--- src/rtl/rxpy_wordbuf.sv ---
// RX payload word buffer: FWFT FIFO for decoded payload words plus packet
// completion tracking (word count, CRC, length) with a post-payload flush window.
module rxpy_wordbuf #(
    parameter int DEPTH    = 8,
    parameter int FLUSH_TO = 255
) (
    input  logic                     clk_6M,
    input  logic                     rstz,
    input  logic [31:0]              rxpydin,
    input  logic                     rxpydin_valid_p,
    input  logic                     dec_py_period,
    input  logic                     dec_crcgood,
    input  logic [9:0]               dec_pylenByte,
    input  logic                     rd_req,
    input  logic                     ovf_clr,
    output logic [31:0]              rd_data,
    output logic                     rd_valid,
    output logic [$clog2(DEPTH):0]   fifo_cnt,
    output logic                     overflow,
    output logic                     pkt_done_p,
    output logic                     pkt_crcgood,
    output logic [8:0]               pkt_wordcnt,
    output logic [9:0]               pkt_lenByte
);

    localparam int AW = $clog2(DEPTH);
    localparam int CW = AW + 1;

    localparam logic [CW-1:0] FULL_CNT  = CW'(DEPTH);
    localparam logic [CW-1:0] CNT_ONE   = CW'(1);
    localparam logic [CW-1:0] CNT_ZERO  = CW'(0);
    localparam logic [AW-1:0] PTR_ONE   = AW'(1);
    localparam logic [AW-1:0] PTR_ZERO  = AW'(0);
    localparam logic [7:0]    FLUSH_LIM = 8'(FLUSH_TO);
    localparam logic [8:0]    WCNT_MAX  = 9'h1FF;

    typedef enum logic [1:0] {
        ST_IDLE  = 2'd0,
        ST_RECV  = 2'd1,
        ST_FLUSH = 2'd2,
        ST_DONE  = 2'd3
    } state_t;

    logic [31:0]   mem_r [DEPTH];
    logic [AW-1:0] wr_ptr_r;
    logic [AW-1:0] rd_ptr_r;
    logic [CW-1:0] cnt_r;
    logic [CW-1:0] cnt_nxt_s;
    logic          rd_valid_r;
    logic          ovf_r;

    logic          full_s;
    logic          pop_s;
    logic          push_s;
    logic          drop_s;

    logic          py_prev_r;
    logic          rise_s;
    logic          fall_s;

    state_t        state_r;
    state_t        state_nxt_s;
    logic [8:0]    run_cnt_r;
    logic [8:0]    run_cnt_nxt_s;
    logic [8:0]    run_cur_s;
    logic [8:0]    pkt_cnt_val_s;
    logic [7:0]    timer_r;
    logic [7:0]    timer_nxt_s;
    logic          crc_r;
    logic          crc_nxt_s;
    logic          count_en_s;
    logic          load_pkt_s;

    logic          pkt_done_r;
    logic          pkt_crc_r;
    logic [8:0]    pkt_wcnt_r;
    logic [9:0]    pkt_len_r;

    // Handshake decode, payload-period edge detection and next occupancy
    always_comb begin
        full_s = (cnt_r == FULL_CNT);
        pop_s  = rd_req & rd_valid_r;
        // A pop frees the slot at the edge, so a full buffer can still accept
        push_s = rxpydin_valid_p & (~full_s | pop_s);
        drop_s = rxpydin_valid_p & full_s & ~pop_s;
        rise_s = dec_py_period & ~py_prev_r;
        fall_s = ~dec_py_period & py_prev_r;
        case ({push_s, pop_s})
            2'b10:   cnt_nxt_s = cnt_r + CNT_ONE;
            2'b01:   cnt_nxt_s = cnt_r - CNT_ONE;
            default: cnt_nxt_s = cnt_r;
        endcase
    end

    // Word storage; contents are not reset, only the pointers are
    always_ff @(posedge clk_6M) begin
        if (push_s) begin
            mem_r[wr_ptr_r] <= rxpydin;
        end
    end

    // Pointers, occupancy, non-empty flag and sticky overflow
    always_ff @(posedge clk_6M) begin
        if (rstz) begin
            wr_ptr_r   <= PTR_ZERO;
            rd_ptr_r   <= PTR_ZERO;
            cnt_r      <= CNT_ZERO;
            rd_valid_r <= 1'b0;
            ovf_r      <= 1'b0;
        end else begin
            if (push_s) begin
                wr_ptr_r <= wr_ptr_r + PTR_ONE;
            end
            if (pop_s) begin
                rd_ptr_r <= rd_ptr_r + PTR_ONE;
            end
            cnt_r      <= cnt_nxt_s;
            rd_valid_r <= (cnt_nxt_s != CNT_ZERO);
            if (drop_s) begin
                ovf_r <= 1'b1;
            end else if (ovf_clr) begin
                ovf_r <= 1'b0;
            end
        end
    end

    // Packet FSM next state, running word count and completion load
    always_comb begin
        state_nxt_s   = state_r;
        run_cnt_nxt_s = run_cnt_r;
        timer_nxt_s   = timer_r;
        crc_nxt_s     = crc_r;
        load_pkt_s    = 1'b0;
        pkt_cnt_val_s = run_cnt_r;
        count_en_s    = push_s & ((state_r == ST_RECV) | (state_r == ST_FLUSH));
        if (count_en_s && (run_cnt_r != WCNT_MAX)) begin
            run_cur_s = run_cnt_r + 9'd1;
        end else begin
            run_cur_s = run_cnt_r;
        end
        case (state_r)
            ST_IDLE: begin
                if (rise_s) begin
                    state_nxt_s   = ST_RECV;
                    run_cnt_nxt_s = 9'd0;
                end else begin
                    state_nxt_s   = ST_IDLE;
                end
            end
            ST_RECV: begin
                run_cnt_nxt_s = run_cur_s;
                if (fall_s) begin
                    state_nxt_s = ST_FLUSH;
                    crc_nxt_s   = dec_crcgood;
                    timer_nxt_s = 8'd0;
                end else begin
                    state_nxt_s = ST_RECV;
                end
            end
            ST_FLUSH: begin
                // A word arriving in the completion cycle still belongs to this packet
                pkt_cnt_val_s = run_cur_s;
                if (rise_s) begin
                    state_nxt_s   = ST_RECV;
                    load_pkt_s    = 1'b1;
                    run_cnt_nxt_s = 9'd0;
                end else if (push_s || (timer_r == FLUSH_LIM)) begin
                    state_nxt_s   = ST_DONE;
                    load_pkt_s    = 1'b1;
                    run_cnt_nxt_s = run_cur_s;
                end else begin
                    state_nxt_s   = ST_FLUSH;
                    timer_nxt_s   = timer_r + 8'd1;
                    run_cnt_nxt_s = run_cur_s;
                end
            end
            ST_DONE: begin
                if (rise_s) begin
                    state_nxt_s   = ST_RECV;
                    run_cnt_nxt_s = 9'd0;
                end else begin
                    state_nxt_s   = ST_IDLE;
                end
            end
            default: begin
                state_nxt_s   = ST_IDLE;
                run_cnt_nxt_s = 9'd0;
            end
        endcase
    end

    // Packet FSM state, edge history, running count, flush timer, CRC latch
    always_ff @(posedge clk_6M) begin
        if (rstz) begin
            state_r   <= ST_IDLE;
            py_prev_r <= 1'b0;
            run_cnt_r <= 9'd0;
            timer_r   <= 8'd0;
            crc_r     <= 1'b0;
        end else begin
            state_r   <= state_nxt_s;
            py_prev_r <= dec_py_period;
            run_cnt_r <= run_cnt_nxt_s;
            timer_r   <= timer_nxt_s;
            crc_r     <= crc_nxt_s;
        end
    end

    // Completed-packet result registers and end-of-packet strobe
    always_ff @(posedge clk_6M) begin
        if (rstz) begin
            pkt_done_r <= 1'b0;
            pkt_crc_r  <= 1'b0;
            pkt_wcnt_r <= 9'd0;
            pkt_len_r  <= 10'd0;
        end else begin
            pkt_done_r <= load_pkt_s;
            if (load_pkt_s) begin
                pkt_crc_r  <= crc_r;
                pkt_wcnt_r <= pkt_cnt_val_s;
                pkt_len_r  <= dec_pylenByte;
            end
        end
    end

    assign rd_data     = mem_r[rd_ptr_r];
    assign rd_valid    = rd_valid_r;
    assign fifo_cnt    = cnt_r;
    assign overflow    = ovf_r;
    assign pkt_done_p  = pkt_done_r;
    assign pkt_crcgood = pkt_crc_r;
    assign pkt_wordcnt = pkt_wcnt_r;
    assign pkt_lenByte = pkt_len_r;

endmodule

--- config.mk ---
export PLATFORM = sky130hd
export DESIGN_NAME = rxpy_wordbuf
export DESIGN_NICKNAME = d
export VERILOG_FILES = /design/src/rtl/rxpy_wordbuf.sv
export SDC_FILE = /design/constraint.sdc
export NUM_CORES = 1
export LEC_CHECK = 0
export ABC_AREA = 1
export BUFFER_PORTS_ARGS = -buffer_cell sky130_fd_sc_hd__clkbuf_2
export CAP_MARGIN = 20
export CORE_MARGIN = 1.5
export CORE_UTILIZATION = 40
export DETAILED_ROUTE_END_ITERATION = 8
export PLACE_DENSITY = 0.61
export SYNTH_ARGS = -nofsm -noshare
export SYNTH_HDL_FRONTEND = slang
export SYNTH_SLANG_ARGS = --single-unit
--- constraint.sdc ---
create_clock -name clk_6M -period 3.2 [get_ports clk_6M]
set_clock_uncertainty 0.05 [all_clocks]
set_input_delay 0.16 -clock clk_6M [delete_from_list [all_inputs] [get_ports clk_6M]]
set_output_delay 0.16 -clock clk_6M [all_outputs]
set_load 0.02 [all_outputs]
* Yosys cells after proc, flatten, opt, wreduce, memory -nomap -nowiden
Memories as Yosys holds them, arrays and structs flattened. A register that Yosys moved wholly into a read port is not among the register bits.
Cells that the tools add are included.
** Storage, ports and cells
- Word-level logic and storage cells :: 79
- RAM bits :: 256
- Input bits :: 49
- Memories kept :: 1
- Flip-flop bits (word level) :: 54
** Cells by class
- Bitwise operators :: 13
- Equal/unequal tests :: 12
- Reductions and logical operators :: 9
- Mux-type cells :: 24
- Add/subtract/negate cells :: 6
** Memories
- mem_r :: words 8, width 32, rd ports 1, clocked after memory_dff 1, write ports 1, RTL line 44 : logic [31:0] mem_r [DEPTH];
** Operators with widths (count)
- $mux 9 :: 4
- $pmux 9 s3 :: 1
- $mux 8 :: 3
- $pmux 8 s2 :: 1
- $add 9x1->9 const B :: 1
- $mux 1 :: 9
- $ne 9x9->1 const B :: 1
- $add 8x1->8 const B :: 1
- $eq 8x8->1 const B :: 1
- $pmux 4 s2 :: 1
- $and 1x1->1 :: 7
- $add 3x1->3 const B :: 2
- $eq 2x2->1 const B :: 3
- $mux 3 :: 2
- $ne 2x2->1 const B :: 3
- $pmux 2 s3 :: 1
- $add 4x1->4 const B :: 1
- $eq 2x1->1 const B :: 2
- $eq 4x4->1 const B :: 1
- $mux 2 :: 2
- $not 1->1 :: 4
- $reduce_and 4->1 :: 1
- $reduce_bool 2->1 :: 2
- $reduce_bool 4->1 :: 1
- other kinds (8) :: 9

* Depth between registers and ports, before layout
- Depth after elaboration :: 9
- Mapped depth :: 16

* Least setup slack after synthesis
OpenSTA, ideal clock, no wires.
- Path type :: register to register
- Start :: register rd_valid_r, in the netlist rd_valid
- End :: memory mem_r[0][0], enable pin
- Data required time :: 2.729 ns
- Stages on the path, launching flop included :: 7
- Slack :: 0.381 ns
- Setup time :: 0.421 ns
- Path buffers :: 0
- Arrival :: 2.348 ns
- Path through :: dfxtp_1 -> nand2_1 -> nand3_2 -> nand2_4 -> inv_1 -> nand2_1 -> nor2_1
** On the way
- Cells in the longest elaborated chain, start to end :: 5
** Ends and longest elaborated chain
- start, declared :: RTL line 49 : logic rd_valid_r;
- start signal, assigned :: RTL line 118 : rd_valid_r <= (cnt_nxt_s != CNT_ZERO);
- $and 1x1->1 :: RTL line 82 : pop_s = rd_req & rd_valid_r;
- $or 1x1->1 :: RTL line 84 : push_s = rxpydin_valid_p & (~full_s | pop_s);
- $and 1x1->1 :: RTL line 84
- $mux 1 :: RTL line 97 : if (push_s) begin
- $mux 1 (implied by the code) :: RTL line 98 : mem_r[wr_ptr_r] <= rxpydin;
- end, declared :: RTL line 44
No other way between the ends.

==> flow_summary.toml <==
[outcome]
status = "complete, no violations"

[critical_path]
crit_path_start_kind = "register"
cp_max_fo = 60
arrival_ps = 2400
crit_required_ps = 2990
end_kind = "output port"
crit_type = "reg -> out"

[cts]
cts_sinks = 313
cts_root_buf = "clkbuf_16"
postCtsSetupBuffers = 0
tritoncts = "done"
clockBufferDepth = 3
clk_pin_slew_ps = 60
htree_levels = 2
cts_repair_resize_count = 0
cts_made_buffers = 35
clock_latency_ps = 510

[job]
max_cap_viol_count = 0

[timing]
slew_violations = 0
max_freq_ghz = 0.383
setup_viol = 0
finalSetupTns_ps = 0
finalCriticalPeriod_ps = 2610
post-route-period-util = 0.817
finalHoldViolCount = 0
maxSlewHeadroom = 0.433
rsz0062_at_grt = "no"
hold_slack_ps = 73.7
tightest_slew_ps = 850

[pwr]
p_per_area_nw_per_um2 = 718
leakage_nw = 5.63
ir_drop_mv = 0.427

[global_routing]
grt_usage = 0.175
grt_pass1_vias = 8667
grt_max_degree = 129
grt_pass1_wl_mm = 45.7
grt-ovfl-total = 0
antenna_found_initial = 0

[floorplanning]
die_x_um = 181
die-area_um2 = 32700
start_util = 0.410
die_h_um = 181
rows = 64
core_um2 = 30800
pin_count = 108

[placed_design]
place_hpwl_mm = 16.6
io_buffers = 107
routabilityCongestion = 0.801
dp_cells = 1592

[yosys]
synth-seq-area-share = 0.698
yosys_most_used_dff = "edfxtp_1"
synth_edf_count = 256
synth_top_area_frac = 0.608
synth_cell_types = 30
synth_nets = 1187
netlist_instances = 1128
synthMostInstantiatedCell = "nor2_1"
synth.avg_cell_area_um2 = 11.2
synth_common_cells = "nor2_1 (262), edfxtp_1 (256), nand2_1 (192)"
synth_top_cell_by_area = "edfxtp_1"
yosysWarnings = 0
synthArstFlopShare = 0
syn_area_um2 = 12700
yosys-top-cells-area = "edfxtp_1 (61%), dfxtp_1 (9.0%), nor2_1 (7.8%), nand2_1 (5.7%), o32ai_1 (4.4%)"
ys_seq_elements = 313

[drt]
detail-route-antenna-nets = 0
drc_errors = 0
wl_mm = 28.4
drt_first_iter_violations = 527
avgRoutedWirePerCell_um = 16.7
first_pass_iters = 5
vias = 8733
viasPerCell = 5.13

[worst_hold_path]
min_path_type = "in -> reg"

[finish]
final_nets = 1340
drive_above_1_share = 0.151
area_delta_synth_final_pct = 20.2
stdcell_count = 1702
diodes = 0
==> per-layer routing <==
layer / vias up / routed length (um) / track usage
li1: 4260 / - / -
met1: 4178 / 13000 / 0.234
met2: 236 / 13100 / 0.288
met3: 59 / 1580 / 0.0331
met4: 0 / 726 / 0.0555
met5: - / 0 / 0
==> cell usage in the layout (no fill, tap or decap), types with 3 or more instances in the layout <==
cell,count
edfxtp_1,256
nor2_1,254
nand2_1,192
clkbuf_2,107
o21ai_0,74
o32ai_1,64
dfxtp_1,55
dlygate4sd3_1,48
inv_1,46
a21oi_1,36
clkbuf_16,35
nand3_1,28
buf_4,14
o21ai_1,11
ha_1,10
clkinv_1,9
nor2_4,8
clkbuf_1,7
nand4_1,5
xor2_1,5
clkinv_2,5
buf_12,5
nor2_2,4
nand3_2,3
inv_2,3
nor3_1,3
inv_6,3
==> final cells by class <==
type                    instances  area, um2
fillers                      2706      15600
flip-flops and latches        313       8840
multi-input cells             707       3430
repair buffers                174       1220
clock buffers                  43        916
well taps                     396        495
inverters                      50        190
clock inverters                19        126
==> final timing paths <==
path | startpoint | end | slack [ps] | cells after the start
max | register | rd_data[0] | 590 | 7
min | rstz | fifo_cnt[0] | 70 | 3
max reg2reg | rd_valid | mem_r[2][5] | 770 | 7
min reg2reg | rd_ptr_r[2] | rd_ptr_r[2] | 430 | 2
==> timing repair <==
action / CTS / global route
hold buffers: 48 / 0
hold endpoints to repair: 270 / 0
setup endpoints to repair: 0 / 0
==> kinds of logic (layout without fill, tap and decap cells) <==
kind of cell	count (synthesis)	in the layout	share of synthesized area
AND/OR/NAND/NOR	502	502	0.157
flip-flops	313	313	0.698
AO/OA/AOI/OAI	187	187	0.0935
buffers and inverters	108	286	0.0361
adder cells (fa/ha/maj)	10	10	0.00989
XOR/XNOR	7	7	0.00485
multiplexers	1	1	0.000791
==> critical path: stages (launching register included) <==
cell	delay, ps
dfxtp_4	360
inv_4	450
buf_4	360
nor2_1	60
o32ai_1	220
nand2_1	80
nand2_1	140
clkbuf_2	190
==> stage by stage <==
| stage | total power, W | area [um2] | setup WS (ps) | util |
|---|---|---|---|---|
| floorplan | 0.00653 | 12700 | 381 | - |
| global placement | 0.00728 | 13700 | 843 | 0.444 |
| detailed placement | 0.00731 | 13700 | 754 | 0.444 |
| CTS | 0.0110 | 15200 | 556 | 0.493 |
| global route | 0.0115 | 15200 | 352 | 0.493 |
| finish | 0.0109 | 15200 | 587 | 0.493 |
==> state kept, by name (all words and copies together) (netlist names), named ones only <==
signal / flops
rd_valid: 1
run_cnt_r: 9
wr_ptr_r: 3
pkt_wordcnt: 9
rd_ptr_r: 3
timer_r: 8
crc_r: 1
pkt_done_p: 1
mem_r: 256
fifo_cnt: 4
py_prev_r: 1
pkt_crcgood: 1
state_r: 2
pkt_lenByte: 10
overflow: 1
==> where the power goes <==
| group | internal (W) | switching [W] | total (W) |
|---|---|---|---|
| clock | 0.00212 | 0.00155 | 0.00367 |
| sequential | 0.00462 | 0.000164 | 0.00478 |
| combinational | 0.000811 | 0.00166 | 0.00247 |
| total | 0.00755 | 0.00338 | 0.0109 |
No activity file was read; power rests on OpenSTA's default activity.
